`src/rtl/multi_sel_chk_pkg.sv`:
```
// Shared types and widths for the constant-multiple stream checker.
package multi_sel_chk_pkg;

  localparam int SLOT_W = 2;   // word position inside a 4-word frame
  localparam int DW     = 8;   // recovered data width
  localparam int WW     = 11;  // stream word width (holds up to 8*255)

  typedef enum logic {
    HUNT = 1'b0,
    LOCK = 1'b1
  } state_t;

endpackage

```
`src/rtl/multi_sel_exp.sv`:
```
// Expected stream word for a frame slot, built from shifts and adds of d.
module multi_sel_exp
  import multi_sel_chk_pkg::*;
(
  input  logic [DW-1:0]     d_reg,
  input  logic [SLOT_W-1:0] slot,
  output logic [WW-1:0]     exp_word
);

  logic [WW-1:0] d1;
  logic [WW-1:0] d2;
  logic [WW-1:0] d4;
  logic [WW-1:0] d8;

  assign d1 = {3'b000, d_reg};
  assign d2 = {2'b00, d_reg, 1'b0};
  assign d4 = {1'b0, d_reg, 2'b00};
  assign d8 = {d_reg, 3'b000};

  // Select d, 3d, 7d or 8d by slot; 11 bits never overflow for 8-bit d.
  always_comb begin
    exp_word = d1;
    case (slot)
      2'd0:    exp_word = d1;
      2'd1:    exp_word = d1 + d2;
      2'd2:    exp_word = d1 + d2 + d4;
      default: exp_word = d8;
    endcase
  end

endmodule

```
`config.mk`:
```
export PLATFORM = sky130hd
export DESIGN_NAME = multi_sel_exp
export DESIGN_NICKNAME = d
export VERILOG_FILES = /design/src/rtl/multi_sel_chk_pkg.sv /design/src/rtl/multi_sel_exp.sv
export SDC_FILE = /design/constraint.sdc
export NUM_CORES = 1
export LEC_CHECK = 0
export ABC_AREA = 1
export BUFFER_PORTS_ARGS = -buffer_cell sky130_fd_sc_hd__buf_2
export CELL_PAD_IN_SITES_DETAIL_PLACEMENT = 1
export CELL_PAD_IN_SITES_GLOBAL_PLACEMENT = 2
export CORE_MARGIN = 10
export CORE_UTILIZATION = 26
export DETAILED_ROUTE_END_ITERATION = 12
export PLACE_DENSITY_LB_ADDON = 0.12
export REMOVE_ABC_BUFFERS = 1
export SYNTH_ARGS = -nofsm -noshare
export SYNTH_HDL_FRONTEND = slang
export SYNTH_SLANG_ARGS = --single-unit
```
`constraint.sdc`:
```
create_clock -name vclk -period 2.1
set_clock_uncertainty 0.1 [all_clocks]
set_input_delay 0 -clock vclk [all_inputs]
set_output_delay 0 -clock vclk [all_outputs]
set_load 0.005 [all_outputs]
```
After elaboration in Yosys (flattened, before gate mapping):

Index checks and enable logic that the tools add are counted.

* bits in writable memories: 0
* flip-flop bits (word level): 0
* latch bits: 0
* input bits: 10
* memories kept: 0
* memory bits (read-only): 0
* word-level logic and storage cells: 6

* reduce and logical (&&, ||, !) cells: 1
* $lt $le $gt $ge: 0
* multipliers: 0
* add/subtract/negate cells: 2
* div/mod/pow operators: 0
* shifts and indexed selects: 0
* mux-type cells: 1
* bitwise logic cells: 0
* equal/unequal tests: 2

Operator list (number)
* 11-bit case mux with 3 select lines: 1
* 10-bit by 10-bit adder with 11-bit output: 1
* 8-bit by 9-bit adder with 10-bit output: 1
* 2-bit by 1-bit equality test with 1-bit output (second input constant): 1
* 2-bit equality test (second input constant): 1
* 2-bit zero test: 1

Longest topological paths before layout:

Gate-level depths: netlist of the first run.

* depth in word-level cells: 3
* gate-level depth with buffers: 17

Least setup slack after synthesis of the first run:

No wires, ideal clock.

* path kind: input -> output
* start point: in d_reg[0]
* end point: out exp_word[8]
* stages on the path: 16
* required time: 2.000 ns
* data arrival time: 1.839 ns
* setup slack: 0.161 ns
* cells stage by stage: ha_1 > inv_1 > fa_1 > inv_1 > nand2_1 > nand2_1 > nand3_1 > and2_1 > ha_1 > a21oi_1 > nand2_1 > nand2_1 > nand2_1 > nand2_1 > nand3_1 > nand3_1

* cells in the longest elaborated chain, start to end: 3

Ends and longest elaborated chain
* start, declared: RTL line multi_sel_exp.sv:5 `input logic [DW-1:0] d_reg,`
* 8-bit by 9-bit adder with 10-bit output: RTL line multi_sel_exp.sv:25, multi_sel_exp.sv:26
* 10-bit by 10-bit adder with 11-bit output: RTL line multi_sel_exp.sv:26 `2'd2: exp_word = d1 + d2 + d4;`
* 11-bit case mux with 3 select lines *: RTL line multi_sel_exp.sv:23 `case (slot)`
* end, declared: RTL line multi_sel_exp.sv:7 `output logic [WW-1:0] exp_word`

Mark *: on every way between the ends. The rest lies on a longest branch, timed or not.

Worst setup path after layout of the first run:

* start point: in d_reg[0]
* end point: out exp_word[7]

The elaborated chain is that of the path after synthesis.

==> metrics.md, run 1 <==
| Metric | Value |
|---|---|
| Post-Syn Instances | 177 |
| Chip height | 80.84 um |
| Layout cell share with drive strength beyond 1 | 0.5174 |
| Post-route ant nets | 0 |
| Period utilization | 1.025 |
| IO Count | 21 |
| DRC | 0 |
| Final setup viols | 5 |
| Synth top area share | 0.2341 |
| Synth Warn # | 0 |
| Port Buf Inserts | 21 |
| Top post-synthesis cells by area | nand2_1, ha_1, inv_1, nand3_1, a21oi_1 |
| RSZ-0062 raised after global routing | yes |
| Diode count | 0 |
| Top-count cell post-synth | nand2_1 |
| Area of the core | 3606 um2 |
| Cell Pwr Density | 399.2 nW/um2 |
| Worst-Margin Slew | 0.5503 ns |
| Number of max-slew violations in the final report | 0 |
| Critical path class | input pin to output port |
| Crit-path max FO | 5 |
| LEAKAGE | 0.8922 nW |
| Synthesized area | 962.2 um2 |
| Max Freq | 464.6 MHz |
| Final core occ | 0.4938 |
| Tmin final | 2.152 ns |
| Avg Cell Area, Syn | 5.436 um2 |
| Hold Path End | exp_word[3] |
| DIE WIDTH | 80.84 um |
| Yosys cell types | 20 |
| Critical path arrival | 2.05 ns |
| Net count, final | 260 |
| Final wirelength | 4300 um |
| Status | finished with violations |
| Cell chain of the critical path | buf_8 > ha_4 > inv_2 > fa_2 > inv_2 > nand2_2 > nand2_2 > nand3_2 > and2_4 > ha_4 > nand2_4 > nor2_1 > nand2_1 > nand3_1 > nand2_1 > nand3_1 > nand4_1 > buf_2 |
| Antenna violations before repair | 0 |
| Final std cells w/o fill | 278 |
| Crit end category | output port |
| Rows | 22 |
| Hold/Removal Path Class | input pin to output port |
| Register area share after synthesis | 0 |
| GRT Total Usage | 0.1213 |
| Hold path cells | 5 |
| Post-DP HPWL | 3234 um |
| RePlAce Congestion | 0.8108 |
| Routed vias | 1,338 |
| Initial Utilization | 0.2668 |
| Hold Crit Start | d_reg[0] |
| Max incr delay on CP | 0.37 ns |
| Max_slew headroom | 0.6318 |
| Fillers | 478 |
| 1st-iter DRT viols | 62 |
| # placed instances | 274 |
| Clock buffers | 0 |
| Register area | 0 um2 |
| Vias in the first global route | 1,382 |
| Worst Slack Setup Final | -0.05232 ns |
| Violated checks | negative setup slack |
| Critical Path Source Type | input pin |
| First-pass GRT wire length | 6727 um |
| Max Cap Viol | 0 |
| Post-synth top area cell | nand2_1 |
| Setup WS pre-CTS | -0.3383 ns |
| Gr ovfl total | 0 |
| Placed Area | 1338 um2 |
| Post-route cell area | 1780 um2 |
| Die ar. | 6534 um2 |
| WL per Instance | 15.47 um |
| Slowest CP cell | fa_2 |
| Post-synth top cells | nand2_1, inv_1, nand3_1 |
| Vias per cell | 4.813 |
| Area grow syn2layout | 85.05% |
| VDD IR max | 0.0001305 V |
| Power, Total | 0.0007108 W |
| Number of sequential cells | 0 |
| CP required | 2.00 ns |
| Largest net degree at the start of global routing | 9 |
| Drt first pass iters | 4 |
| Final hold viol count | 0 |
| CTS Hold Bufs | 0 |
[kinds of logic after synthesis]
kind of cell	Yosys count	synth area share
AO/OA/AOI/OAI	22	0.1300
XOR/XNOR	3	0.02731
adder cells (fa/ha/maj)	18	0.2497
buffers and inverters	31	0.1209
AND/OR/NAND/NOR	103	0.4720
[worst max-delay path by stage]
stage,start,end,slack [ns],cells past startpoint
2_1_floorplan,d_reg[0],exp_word[8],0.16,16
3_3_place_gp,d_reg[1],exp_word[9],-0.24,18
3_5_place_dp,d_reg[1],exp_word[9],-0.34,18
4_1_cts,d_reg[1],exp_word[8],-0.10,18
5_1_grt,d_reg[0],exp_word[9],-0.21,15
6_report,d_reg[0],exp_word[7],-0.05,18
[metrics by stage]
stage	TNS, ns	hold WS (ns)
4_1_cts	-0.3187	0.3119
2_1_floorplan	0	-0.02929
6_report	-0.1462	0.3139
3_5_place_dp	-1.634	0.3317
5_1_grt	-0.8846	0.3308
3_3_place_gp	-1.210	0.3221
[report_power, final]
part	total (W)	internal [W]	switching, W	leakage (nW)
logic	0.000711	0.000340	0.000371	0.892
clock network	0	0	0	0
registers	0	0	0	0
total	0.000711	0.000340	0.000371	0.892
[placed cells by master, fill, tap and decap left out, types with 4 or more instances in the layout]
master and n:
a21oi_1 4, a21oi_2 6, and2_4 4, buf_2 17, buf_4 33, ha_4 14
inv_1 27, inv_2 4, nand2_1 44, nand2_2 13, nand2_4 4, nand3_1 9
nand3_2 11, nand4_1 5, nor2_1 7
[layout make-up]
class                           instances  area, um2  share of cell area
Multi-Input combinational cell        146       1230              0.6908
Timing Repair Buffer                   53      374.1              0.2101
Inverter                               31      116.4             0.06536
Tap cell                               48      60.06             0.03373
[timing repair]
item                       4_1_cts  5_1_grt
pin swaps                       14       30
resized for setup               44       39
setup endpoints to repair        6        7
buffers inserted                 2        2
[critical path, delay by kind of cell]
family / cells / cell delay (ns)
buffers and inverters: 4 / 0.34
AND/OR/NAND/NOR: 11 / 0.92
adder cells (fa/ha/maj): 3 / 0.81
[metal layers]
layer | track usage | wire length, um
met1 | 0.1497 | 1868
met2 | 0.2396 | 2417
met3 | 0.001104 | 14
met4 | 0.001730 | 0
met5 | 0 | 0
(Power assumes the default switching activity.)
==> inputs of run 2 (changes only) <==
- ABC_AREA: 1 -> 0
- CORE_UTILIZATION: 26 -> 29
==> metrics.md, run 2 <==
| Metric | Value |
|---|---|
| Status | finished with violations |
| Violated checks | negative setup slack |
| Crit-path max FO | 3 (-2) |
| Critical Path Source Type | input pin |
| Crit end category | output port |
| Largest net degree at the start of global routing | 16 (+7) |
| Top post-synthesis cells by area | ha_1, mux4_2, xor2_1, a21oi_1, xnor2_1 |
| CP required | 2.00 ns (about the same) |
| Final core occ | 0.5600 (+0.06625) |
| Gr ovfl total | 0 (unchanged) |
| Synthesized area | 888.4 um2 (-7.7%) |
| LEAKAGE | 0.7673 nW (-14%) |
| Period utilization | 1.272 (+0.2474) |
| Critical Path Sink | exp_word[8] |
| Post-DP HPWL | 2703 um (-16%) |
| Max_slew headroom | 0.5598 (-0.07199) |
| Rows | 20 (-9.1%) |
| GR Layer Usage met1 | 0.1506 (+0.0009783) |
| First-pass GRT wire length | 5506 um (-18%) |
| Port Buf Inserts | 21 (unchanged) |
| VDD IR max | 0.0001914 V (+47%) |
| DRC | 0 (unchanged) |
| Clock buffers | 0 (unchanged) |
| Cell chain of the critical path | buf_8 > ha_4 > inv_2 > fa_2 > nand2b_4 > a21oi_4 > buf_6 > xor2_4 > ha_4 > o211ai_1 > a21oi_2 > or3_1 > a31oi_1 > o21ai_1 > buf_2 |
| Post-synth top area cell | ha_1 |
| Chip height | 75.35 um (-6.8%) |
| Number of sequential cells | 0 (unchanged) |
| Max Freq | 374.3 MHz (-19%) |
| Diode count | 0 (unchanged) |
| CTS Hold Bufs | 0 (unchanged) |
| Avg Cell Area, Syn | 7.658 um2 (+41%) |
| IO Count | 21 (unchanged) |
| Placed Area | 1227 um2 (-8.2%) |
| Critical path arrival | 2.57 ns (+0.52 ns) |
| Yosys cell types | 32 (+60%) |
| Global routing's busiest layer | met2 |
| Area grow syn2layout | 89.30% |
| Power, Total | 0.0008064 W (+13%) |
| Vias in the first global route | 1,131 (-18%) |
| Layout cell share with drive strength beyond 1 | 0.6136 (+0.09625) |
| Final wirelength | 4079 um (-5.1%) |
| Hold path cells | 5 (unchanged) |
| Register area | 0 um2 (unchanged) |
| Commonest non-fill, non-tap cell in the layout | buf_4 |
| Critical path class | input pin to output port |
| WL per Instance | 19.52 um (+26%) |
| Top-count cell post-synth | ha_1 |
| Final setup viols | 8 (+3) |
| Register area share after synthesis | 0 (unchanged) |
| Vias per cell | 5.402 (+12%) |
| Hold/Removal Path Class | input pin to output port |
| Fillers | 354 (-26%) |
| Slowest CP cell | fa_2 |
| GRT Total Usage | 0.1199 (-0.001430) |
| Die ar. | 5677 um2 (-13%) |
| Synth Warn # | 0 (unchanged) |
| Routed vias | 1,129 (-16%) |
| Number of max-slew violations in the final report | 0 (unchanged) |
| Max Cap Viol | 0 (unchanged) |
| Grt met3 use | 0.003906 (+0.002802) |
| Area of the core | 3003 um2 (-17%) |
| CP Launch Point | d_reg[1] |
| Post-route cell area | 1682 um2 (-5.6%) |
| Post-Syn Instances | 116 (-34%) |
| Post-synth top cells | ha_1, inv_1, nor2_1 |
| Antenna violations before repair | 0 (unchanged) |
| Post-route ant nets | 0 (unchanged) |
| Commonest cells after routing, fill and taps aside | buf_4, buf_2, ha_1 |
| Synth top area share | 0.2254 (-0.008718) |
| RSZ-0062 raised after global routing | yes |
| Initial Utilization | 0.2958 (+0.02900) |
| 1st-iter DRT viols | 44 (-29%) |
| Drt first pass iters | 4 (unchanged) |
| DIE WIDTH | 75.35 um (-6.8%) |
| Worst Slack Setup Final | -0.5718 ns (-0.5195 ns) |
| Met2 usage | 0.2314 (-0.008299) |
| Cell Pwr Density | 479.6 nW/um2 (+20%) |
| CP dominant cell by count | ha_4 |
| RePlAce Congestion | 0.8510 (+5.0%) |
| Net count, final | 206 (-21%) |
| Max incr delay on CP | 0.38 ns (about the same) |
| Worst-Margin Slew | 0.6589 ns (+0.1087 ns) |
| Final hold viol count | 0 (unchanged) |
| Tmin final | 2.672 ns (+0.5195 ns) |
run 2: worst min path at each step:
stage | from | endpoint | slack, ns
floorplan | slot[0] | exp_word[2] | -0.05
global placement | d_reg[0] | exp_word[0] | 0.37
detailed placement | d_reg[0] | exp_word[0] | 0.37
CTS | d_reg[0] | exp_word[1] | 0.33
global route | d_reg[0] | exp_word[0] | 0.38
finish | d_reg[0] | exp_word[1] | 0.34
run 2: kinds of logic after synthesis:
family | share of synthesized area
multiplexers | 0.1225
buffers and inverters | 0.05353
adder cells (fa/ha/maj) | 0.2704
AND/OR/NAND/NOR | 0.1761
AO/OA/AOI/OAI | 0.2690
XOR/XNOR | 0.1084
run 2: timing repair:
| action | 4_1_cts | 5_1_grt |
|---|---|---|
| gates cloned | 0 | 0 |
| setup endpoints to repair | 8 | 8 |
| pin swaps | 23 | 33 |
| setup buffers | 7 | 10 |
| gates resized for setup | 36 | 27 |
run 2: per-layer routing:
metal / vias up / share of wire
met5: - / 0
met4: 0 / 0.013
met3: 6 / 0.027
met2: 18 / 0.57
met1: 558 / 0.39
li1: 547 / -
run 2: critical path, delay by kind of cell:
family                   cells  cell delay [ns]
AO/OA/AOI/OAI                5             0.73
AND/OR/NAND/NOR              2             0.47
buffers and inverters        4             0.40
adder cells (fa/ha/maj)      3             0.75
XOR/XNOR                     1             0.19
run 2: final cells by class:
type / instances / area (um2) / share of cell area
inverter: 10 / 37.54 / 0.02232
multi-input combinational: 104 / 1156 / 0.6875
tap: 33 / 41.29 / 0.02455
timing repair buffer: 62 / 446.7 / 0.2656
run 2: report_power, final:
group | internal (W) | switching, W | total (W)
Sequential | 0 | 0 | 0
Combinational | 0.000416 | 0.000391 | 0.000806
Clock | 0 | 0 | 0
Total | 0.000416 | 0.000391 | 0.000806
run 2: through the flow:
step           setup WS, ns  std cells  setup TNS, ns  hold WS (ns)
2_1_floorplan       -0.2600        114        -0.9173      -0.04674
6_report            -0.5718        209         -3.339        0.3359
5_1_grt             -0.7137        209         -4.342        0.3766
3_5_place_dp        -0.7853        195         -4.986        0.3683
4_1_cts             -0.5494        202         -3.086        0.3290
3_3_place_gp        -0.7575        195         -4.691        0.3701
